--- config.mk ---
export PLATFORM = sky130hd
export DESIGN_NAME = counter_scan_sequencer
export DESIGN_NICKNAME = d
export VERILOG_FILES = /design/src/rtl/counter_scan_sequencer.sv
export SDC_FILE = /design/constraint.sdc
export NUM_CORES = 2
export LEC_CHECK = 0
export ABC_CLOCK_PERIOD_IN_PS = 5100
export BUFFER_PORTS_ARGS = -buffer_cell sky130_fd_sc_hd__buf_4
export CAP_MARGIN = 15
export CORE_UTILIZATION = 45
export CTS_CLUSTER_DIAMETER = 50
export DETAILED_ROUTE_END_ITERATION = 12
export GPL_ROUTABILITY_DRIVEN = 0
export PLACE_DENSITY = 0.73
export SLEW_MARGIN = 10
export SYNTH_ARGS = -nofsm -noshare
export SYNTH_HDL_FRONTEND = slang
export SYNTH_SLANG_ARGS = --single-unit
export TNS_END_PERCENT = 1
--- constraint.sdc ---
create_clock -name clk -period 5.1 [get_ports clk]
set_input_delay 0.51 -clock clk [delete_from_list [all_inputs] [get_ports clk]]
set_output_delay 0.51 -clock clk [all_outputs]
set_load 0.01 [all_outputs]
--- src/rtl/counter_scan_sequencer.sv ---
// Drives one saturating counter through a table of up to NSEG {max, increment} segments.
// Optional SCAN_DWELL_EN adds a per-segment dwell (counter held at max) between segments.
module counter_scan_sequencer #(
    parameter int RESOLUTION = 64,
    parameter int NSEG       = 8,
    parameter int SEG_AW     = 3,
    parameter int DWELL_W    = 16
) (
    input  logic                  clk,
    input  logic                  reset,
    input  logic                  cfg_we,
    input  logic [SEG_AW-1:0]     cfg_addr,
    input  logic [RESOLUTION-1:0] cfg_max,
    input  logic [RESOLUTION-1:0] cfg_inc,
    input  logic [DWELL_W-1:0]    cfg_dwell,
    input  logic [SEG_AW:0]       seg_count,
    input  logic                  loop_en,
    input  logic                  start,
    input  logic                  abort,
    input  logic                  ctr_overflow,
    output logic [RESOLUTION-1:0] ctr_max,
    output logic [RESOLUTION-1:0] ctr_inc,
    output logic                  ctr_reset,
    output logic [SEG_AW-1:0]     seg_index,
    output logic                  busy,
    output logic                  seg_done,
    output logic                  scan_done,
    output logic [2:0]            state_dbg
);

    // Handshake: none; start/abort/cfg_we are level strobes sampled on each rising edge,
    // and seg_done/scan_done are single-cycle registered pulses.

    typedef enum logic [2:0] {
        S_IDLE  = 3'd0,
        S_LOAD  = 3'd1,
        S_RUN   = 3'd2,
        S_DONE  = 3'd3
`ifdef SCAN_DWELL_EN
        , S_DWELL = 3'd4
`endif
    } state_t;

    localparam logic [SEG_AW:0]   CNT_ONE = 1;
    localparam logic [SEG_AW-1:0] IDX_ONE = 1;

    state_t                  state, state_n;
    logic [SEG_AW-1:0]       seg_index_n;
    logic [SEG_AW:0]         seg_cnt_q, seg_cnt_n;
    logic [RESOLUTION-1:0]   ctr_max_n, ctr_inc_n;
    logic                    seg_done_n, scan_done_n;
    logic                    last_seg;
    logic [SEG_AW-1:0]       next_idx;

    logic [RESOLUTION-1:0]   tbl_max [NSEG];
    logic [RESOLUTION-1:0]   tbl_inc [NSEG];

`ifdef SCAN_DWELL_EN
    localparam logic [DWELL_W-1:0] DW_ONE = 1;
    logic [DWELL_W-1:0]      tbl_dwell [NSEG];
    logic [DWELL_W-1:0]      dwell_cnt, dwell_cnt_n;
`else
    logic                    unused_dwell;
    assign unused_dwell = ^cfg_dwell;
`endif

    assign state_dbg = state;

    // The table is only writable while idle so a running scan sees stable entries.
    always_ff @(posedge clk or negedge reset) begin
        if (!reset) begin
            for (int i = 0; i < NSEG; i++) begin
                tbl_max[i] <= '0;
                tbl_inc[i] <= '0;
`ifdef SCAN_DWELL_EN
                tbl_dwell[i] <= '0;
`endif
            end
        end else if (cfg_we && state == S_IDLE) begin
            tbl_max[cfg_addr] <= cfg_max;
            tbl_inc[cfg_addr] <= cfg_inc;
`ifdef SCAN_DWELL_EN
            tbl_dwell[cfg_addr] <= cfg_dwell;
`endif
        end
    end

    always_comb begin
        state_n     = state;
        seg_index_n = seg_index;
        seg_cnt_n   = seg_cnt_q;
        ctr_max_n   = ctr_max;
        ctr_inc_n   = ctr_inc;
        seg_done_n  = 1'b0;
        scan_done_n = 1'b0;
`ifdef SCAN_DWELL_EN
        dwell_cnt_n = dwell_cnt;
`endif
        last_seg = ({1'b0, seg_index} == (seg_cnt_q - CNT_ONE));
        next_idx = last_seg ? '0 : (seg_index + IDX_ONE);

        if (abort) begin
            state_n     = S_IDLE;
            seg_index_n = '0;
        end else begin
            case (state)
                S_IDLE: begin
                    if (start) begin
                        seg_cnt_n   = seg_count;
                        seg_index_n = '0;
                        state_n     = (seg_count == '0) ? S_DONE : S_LOAD;
                    end
                end
                S_LOAD: begin
                    ctr_max_n = tbl_max[seg_index];
                    ctr_inc_n = tbl_inc[seg_index];
                    state_n   = S_RUN;
                end
                S_RUN: begin
                    if (ctr_overflow) begin
                        seg_done_n = 1'b1;
                        if (last_seg && !loop_en) begin
                            state_n = S_DONE;
                        end else begin
                            seg_index_n = next_idx;
`ifdef SCAN_DWELL_EN
                            if (tbl_dwell[seg_index] != '0) begin
                                dwell_cnt_n = tbl_dwell[seg_index];
                                state_n     = S_DWELL;
                            end else begin
                                state_n = S_LOAD;
                            end
`else
                            state_n = S_LOAD;
`endif
                        end
                    end
                end
`ifdef SCAN_DWELL_EN
                S_DWELL: begin
                    if (dwell_cnt <= DW_ONE) begin
                        state_n = S_LOAD;
                    end else begin
                        dwell_cnt_n = dwell_cnt - DW_ONE;
                    end
                end
`endif
                S_DONE: begin
                    scan_done_n = 1'b1;
                    state_n     = S_IDLE;
                end
                default: state_n = S_IDLE;
            endcase
        end
    end

    // busy and ctr_reset are registered from the next state so they track the state itself.
    always_ff @(posedge clk or negedge reset) begin
        if (!reset) begin
            state     <= S_IDLE;
            seg_index <= '0;
            seg_cnt_q <= '0;
            ctr_max   <= '0;
            ctr_inc   <= '0;
            ctr_reset <= 1'b1;
            busy      <= 1'b0;
            seg_done  <= 1'b0;
            scan_done <= 1'b0;
`ifdef SCAN_DWELL_EN
            dwell_cnt <= '0;
`endif
        end else begin
            state     <= state_n;
            seg_index <= seg_index_n;
            seg_cnt_q <= seg_cnt_n;
            ctr_max   <= ctr_max_n;
            ctr_inc   <= ctr_inc_n;
            ctr_reset <= (state_n == S_IDLE) || (state_n == S_LOAD) || (state_n == S_DONE);
            busy      <= (state_n != S_IDLE);
            seg_done  <= seg_done_n;
            scan_done <= scan_done_n;
`ifdef SCAN_DWELL_EN
            dwell_cnt <= dwell_cnt_n;
`endif
        end
    end

endmodule

== Yosys cells after proc, flatten, opt, wreduce, memory -nomap -nowiden ==
Cells that the tools add are included.

* Flip-flop bits (word level): 1166
* Output and inout port bits: 138
* Bits of input ports: 158
* Word-level logic and storage cells: 83

* Eq/ne operators: 9
* Reductions and logical operators: 14
* Add/sub/neg operators: 2
* Multiplexer cells: 27
* Magnitude comparators: 3
* Bitwise logic cells: 3

{| class="wikitable"
|+ Operator list
! operator !! number
|-
| 512-bit bitwise mux || 2
|-
| 64-bit binary-select mux with 3-bit select || 2
|-
| 64-bit 2-to-1 mux || 5
|-
| 64-bit demux with 3-bit select || 1
|-
| 3-bit 2-to-1 mux || 8
|-
| 3-bit by 2-bit equality test with 1-bit output (second input constant) || 3
|-
| 3-bit inequality test (second input constant) || 3
|-
| 3-bit case mux with 3 select lines || 1
|-
| 4-bit >= comparator (second input constant) || 2
|-
| 3-bit inverter with 4-bit output || 2
|-
| 3-bit by 1-bit equality test with 1-bit output (second input constant) || 2
|-
| 3-bit zero test || 2
|-
| 3-bit case mux with 2 select lines || 1
|-
| 3-bit nonzero test || 2
|-
| 1-bit 2-to-1 mux || 5
|-
| 3-bit by 4-bit equality test with 1-bit output || 1
|-
| 4-bit zero test || 1
|-
| 4-bit by 1-bit < comparator with 1-bit output (second input constant) || 1
|-
| 2-bit 2-to-1 mux || 2
|-
| 4-bit AND reduction || 1
|-
| 4-bit by 1-bit subtractor with 4-bit output (second input constant) || 1
|-
| 3-bit by 1-bit adder with 3-bit output (second input constant) || 1
|-
| 1-bit logical AND || 3
|-
| 3-bit AND reduction || 1
|-
| other kinds (4) || 5
|}

== Logic depth before layout (Yosys ltp) ==
* Depth in word-level cells: 10
* Mapped depth: 8
* Gate-level depth less buffers: 8

== Worst setup path before layout ==
Ideal clock, no wire load.

* Kind: flip-flop to flip-flop
* Start point: reg seg_index[0]
* End point: reg ctr_max[24]
* Path buffers: 3
* Clock period less this slack: 1989 ps
* Required time: 4963 ps
* Path slack: 3111 ps
* Arrival time: 1853 ps
* Stages on the path, launching flop included: 7
* Cells stage by stage: dfrtp_1 > buf_2 > buf_2 > buf_2 > mux4_2 > mux2i_1 > a21oi_1

* Cells in the longest elaborated chain, start to end: 4

{| class="wikitable"
|+ RTL lines
! what !! line !! text
|-
| start: declaration || 24 || <nowiki>output logic [SEG_AW-1:0] seg_index,</nowiki>
|-
| start signal: assignment || 174 || <nowiki>seg_index <= seg_index_n;</nowiki>
|-
| 3-bit inverter with 4-bit output (implied by the code) || 115 || <nowiki>ctr_max_n = tbl_max[seg_index];</nowiki>
|-
| 64-bit binary-select mux with 3-bit select || 115 ||
|-
| 64-bit 2-to-1 mux (implied by the code) (2 in series) || 115 ||
|-
| end signal: assignment || 176 || <nowiki>ctr_max <= ctr_max_n;</nowiki>
|-
| end: declaration || 21 || <nowiki>output logic [RESOLUTION-1:0] ctr_max,</nowiki>
|}

Every way passes these cells. The select of a mux whose other input is x is not followed.
A chain may end at the register's enable or synchronous reset.

== Worst setup path after layout ==
* Start point: reg seg_index[2]
* End point: out seg_index[2]

No word-level cell between the ends.

==> summary.txt <==
Status
  • Outcome: finished clean

Synthesis
  • Sequential share of the synthesized area: 57.9%
  • Syn_area_per_cell: 16.2 um^2
  • Top_reg_cell synth: dfrtp_1
  • Ys async rst share: 100%
  • Post-Synthesis Cell Area: 0.0504 mm^2
  • Syn Inst Count: 3110
  • Ranking of synthesized cells by area: dfrtp_1 58%, mux2_2 23%, mux4_2 11%
  • Top cell type's share of synthesized area: 57.9%
  • Synth unique cells: 41
  • Syn_nets: 3270
  • Leading area contributor after synthesis: dfrtp_1
  • Syn. warnings: 0
  • Seq cells post-synth: 1166
  • Post-synth EDFFs: 0

Layout
  • Area Growth Syn to Fin: 16.4%
  • Fraction of layout cells with a size suffix above 1: 52.7%
  • Non-filler instance count after layout: 4979
  • Finished Cell Area: 0.0586 mm^2
  • Final net count: 3542
  • Final Util: 52.9%
  • Filler cells: 9128

STA
  • Skew final: 0.0293 ns
  • Fin. max-slew vios: 0
  • Period utilization: 62.3%
  • Setup TNS: 0 ns
  • Endpoints failing setup: 0
  • Final hold vios: 0
  • Tmin final: 3.18 ns
  • Slew margin rel.: 24.8%
  • Max Clk Rate: 0.315 GHz
  • Final setup margin: 1.92 ns
  • Worst-Margin Slew: 1.13 ns
  • RSZ-0062 raised after global routing: no

Global routing
  • First-pass GRT wire length: 176000 um
  • Vias in the first global route: 29862
  • Global-route usage over all layers: 20.1%
  • Largest net degree at the start of global routing: 141
  • Initial antenna violation count: 12
  • Grt ovf: 0

Worst setup path
  • CP Data Required Time: 4.59 ns
  • WS Path Type: reg -> out
  • Critical path fanouts, max: 66
  • Crit path launch: seg_index[2]
  • Cell Chain, Critical Path: buf_12, buf_4
  • Top cell family by delay on the critical path: flip-flops
  • Critical Path Sink Type: output port
  • CP bufs+invs: 2
  • Worst R2R Start: seg_index[0]
  • Max stage delay on crit path: 1.10 ns
  • CP arrival: 2.67 ns
  • Type of origin of the critical path: flop
  • CP max-delay cell: dfrtp_4

Route
  • Post-route DRC violation count: 0
  • Vias per inst: 5.56
  • Starting DRT DRC Count: 1552
  • Via Count: 27681
  • TritonRoute pass-1 iters: 5
  • Routed WL per cell: 22.3 um
  • Final antenna-violating net count: 0
  • Routed WL: 111000 um

CTS
  • Clock transition at path regs: 0.06 ns
  • CTS max path bufs: 3
  • CTS resizes: 0
  • Worst skew pair latency: 0.73 ns
  • CTS Root Cell: clkbuf_16
  • CTS tree: built
  • H-tree lvl count: 4
  • CTS Sinks: 1166
  • Total CTS buffers: 137

Floorplan
  • Core Area: 0.111 mm^2
  • Die Area: 0.113 mm^2
  • Die Wd: 337 um
  • Row Count: 122
  • Starting density of the core: 45.5%
  • Chip Height: 337 um
  • I/O pin count: 296

Hold path
  • Type of the worst min-delay path: in -> reg
  • HP Start: cfg_inc[31]

Place
  • Placed cell count: 4722
  • Post-placement cell area: 0.0541 mm^2
  • Place WS: 2.10 ns
  • Buffers added on ports: 279
  • Detailed Place HPWL: 60600 um

Run
  • Max cap viols: 0

Power
  • Maximum VDD drop: 0.379 mV
  • Pleak: 24.8 nW
  • Power density cells: 451 mW/mm^2
[layout by cell type (no fill, tap or decap), types with 9 or more instances in the layout]
master         Yosys  final
dfrtp_1         1165   1162
mux2_2          1023   1023
buf_4             18    306
mux4_2           256    256
clkbuf_16          0    140
nor2_1           133    132
a21oi_1          130    130
mux2i_1          129    129
clkbuf_1          63     33
buf_12             0     30
clkbuf_8           0     23
clkinv_2           0     18
inv_6              0     11
dlygate4sd3_1      0      9
[stage by stage]
stage               hold WS [ns]  power [mW]
CTS                     0.000915        26.7
finish                    0.0681        26.4
global route              0.0235        27.8
detailed placement         0.476        17.2
global placement           0.466        16.9
floorplan                  0.214        15.5
[power breakdown]
| group | internal (mW) | switching [mW] | total [mW] |
|---|---|---|---|
| clock | 5.50 | 3.93 | 9.43 |
| sequential | 11.5 | 1.16 | 12.7 |
| combinational | 2.77 | 1.55 | 4.32 |
| total | 19.8 | 6.64 | 26.4 |
[synthesized netlist by cell type (2+ instances only)]
library cell	count
nand2b_1	4
nor2_1	133
nor4_1	2
xnor2_1	2
buf_6	10
mux2_1	3
nor3b_1	2
inv_1	5
mux4_2	256
buf_4	18
nor3_1	4
and3_1	3
nand3b_1	2
ha_1	2
dfrtp_1	1165
nor2b_1	3
clkbuf_1	63
mux2i_1	129
buf_2	108
o21ai_0	4
nand3_1	2
nand2_1	6
a21oi_1	130
buf_1	14
mux2_2	1023
and2_1	2
[worst paths after layout]
check                      slack (ns)            to  depth (start not counted)
max in group asynchronous        3.24  tbl_max[154]                          3
min in group asynchronous        0.36  tbl_max[494]                          2
hold reg to reg                  0.48  tbl_max[245]                          1
setup / recovery                 1.92  seg_index[2]                          2
hold / removal                   0.07  tbl_inc[479]                          2
setup reg to reg                 2.21   ctr_inc[21]                          4
[flip-flops by register name, summed over array words and instances, names as in the netlist, 3 cells and up]
signal / cells
state_dbg: 3
ctr_inc: 64
ctr_max: 64
tbl_inc: 512
tbl_max: 512
seg_index: 3
seg_cnt_q: 4
[cell type report]
type | instances | area, um^2 | area share [%]
multi-input combinational | 1726 | 20200 | 34.4
antenna | 6 | 15.0 | 0.0256
clock inverter | 46 | 448 | 0.764
clock buffer | 196 | 3940 | 6.73
sequential | 1166 | 29200 | 49.8
timing repair buffer | 346 | 3000 | 5.12
tap | 1488 | 1860 | 3.18
inverter | 5 | 18.8 | 0.0320
[what timing repair did]
item / CTS / global route
setup buffers: 0 / 0
endpoints found under the setup margin: 0 / 0
hold buffers: 9 / 0
hold endpoints to repair: 81 / 0
[routing by layer]
metal / vias to the layer above / global-route usage, % / part of all wire, %
met5: - / 0 / 0.077
met4: 12 / 5.79 / 2.1
met3: 158 / 3.99 / 4.2
met2: 444 / 32.0 / 48
met1: 14948 / 28.0 / 45
li1: 12119 / - / -
[cell families (layout without fill, tap and decap cells)]
group	Yosys count	in the layout	synth area share, %
AOI/OAI and AO/OA	142	142	1.46
xor gates and xnor gates	3	3	0.0522
adders and majority gates	2	2	0.0497
buffers and inverters	218	593	2.18
DFF	1166	1166	57.9
muxes	1411	1411	36.9
other	1	7	0.00744
and+or+nand+nor	167	167	1.41
Power figures use the tool's default switching activity.
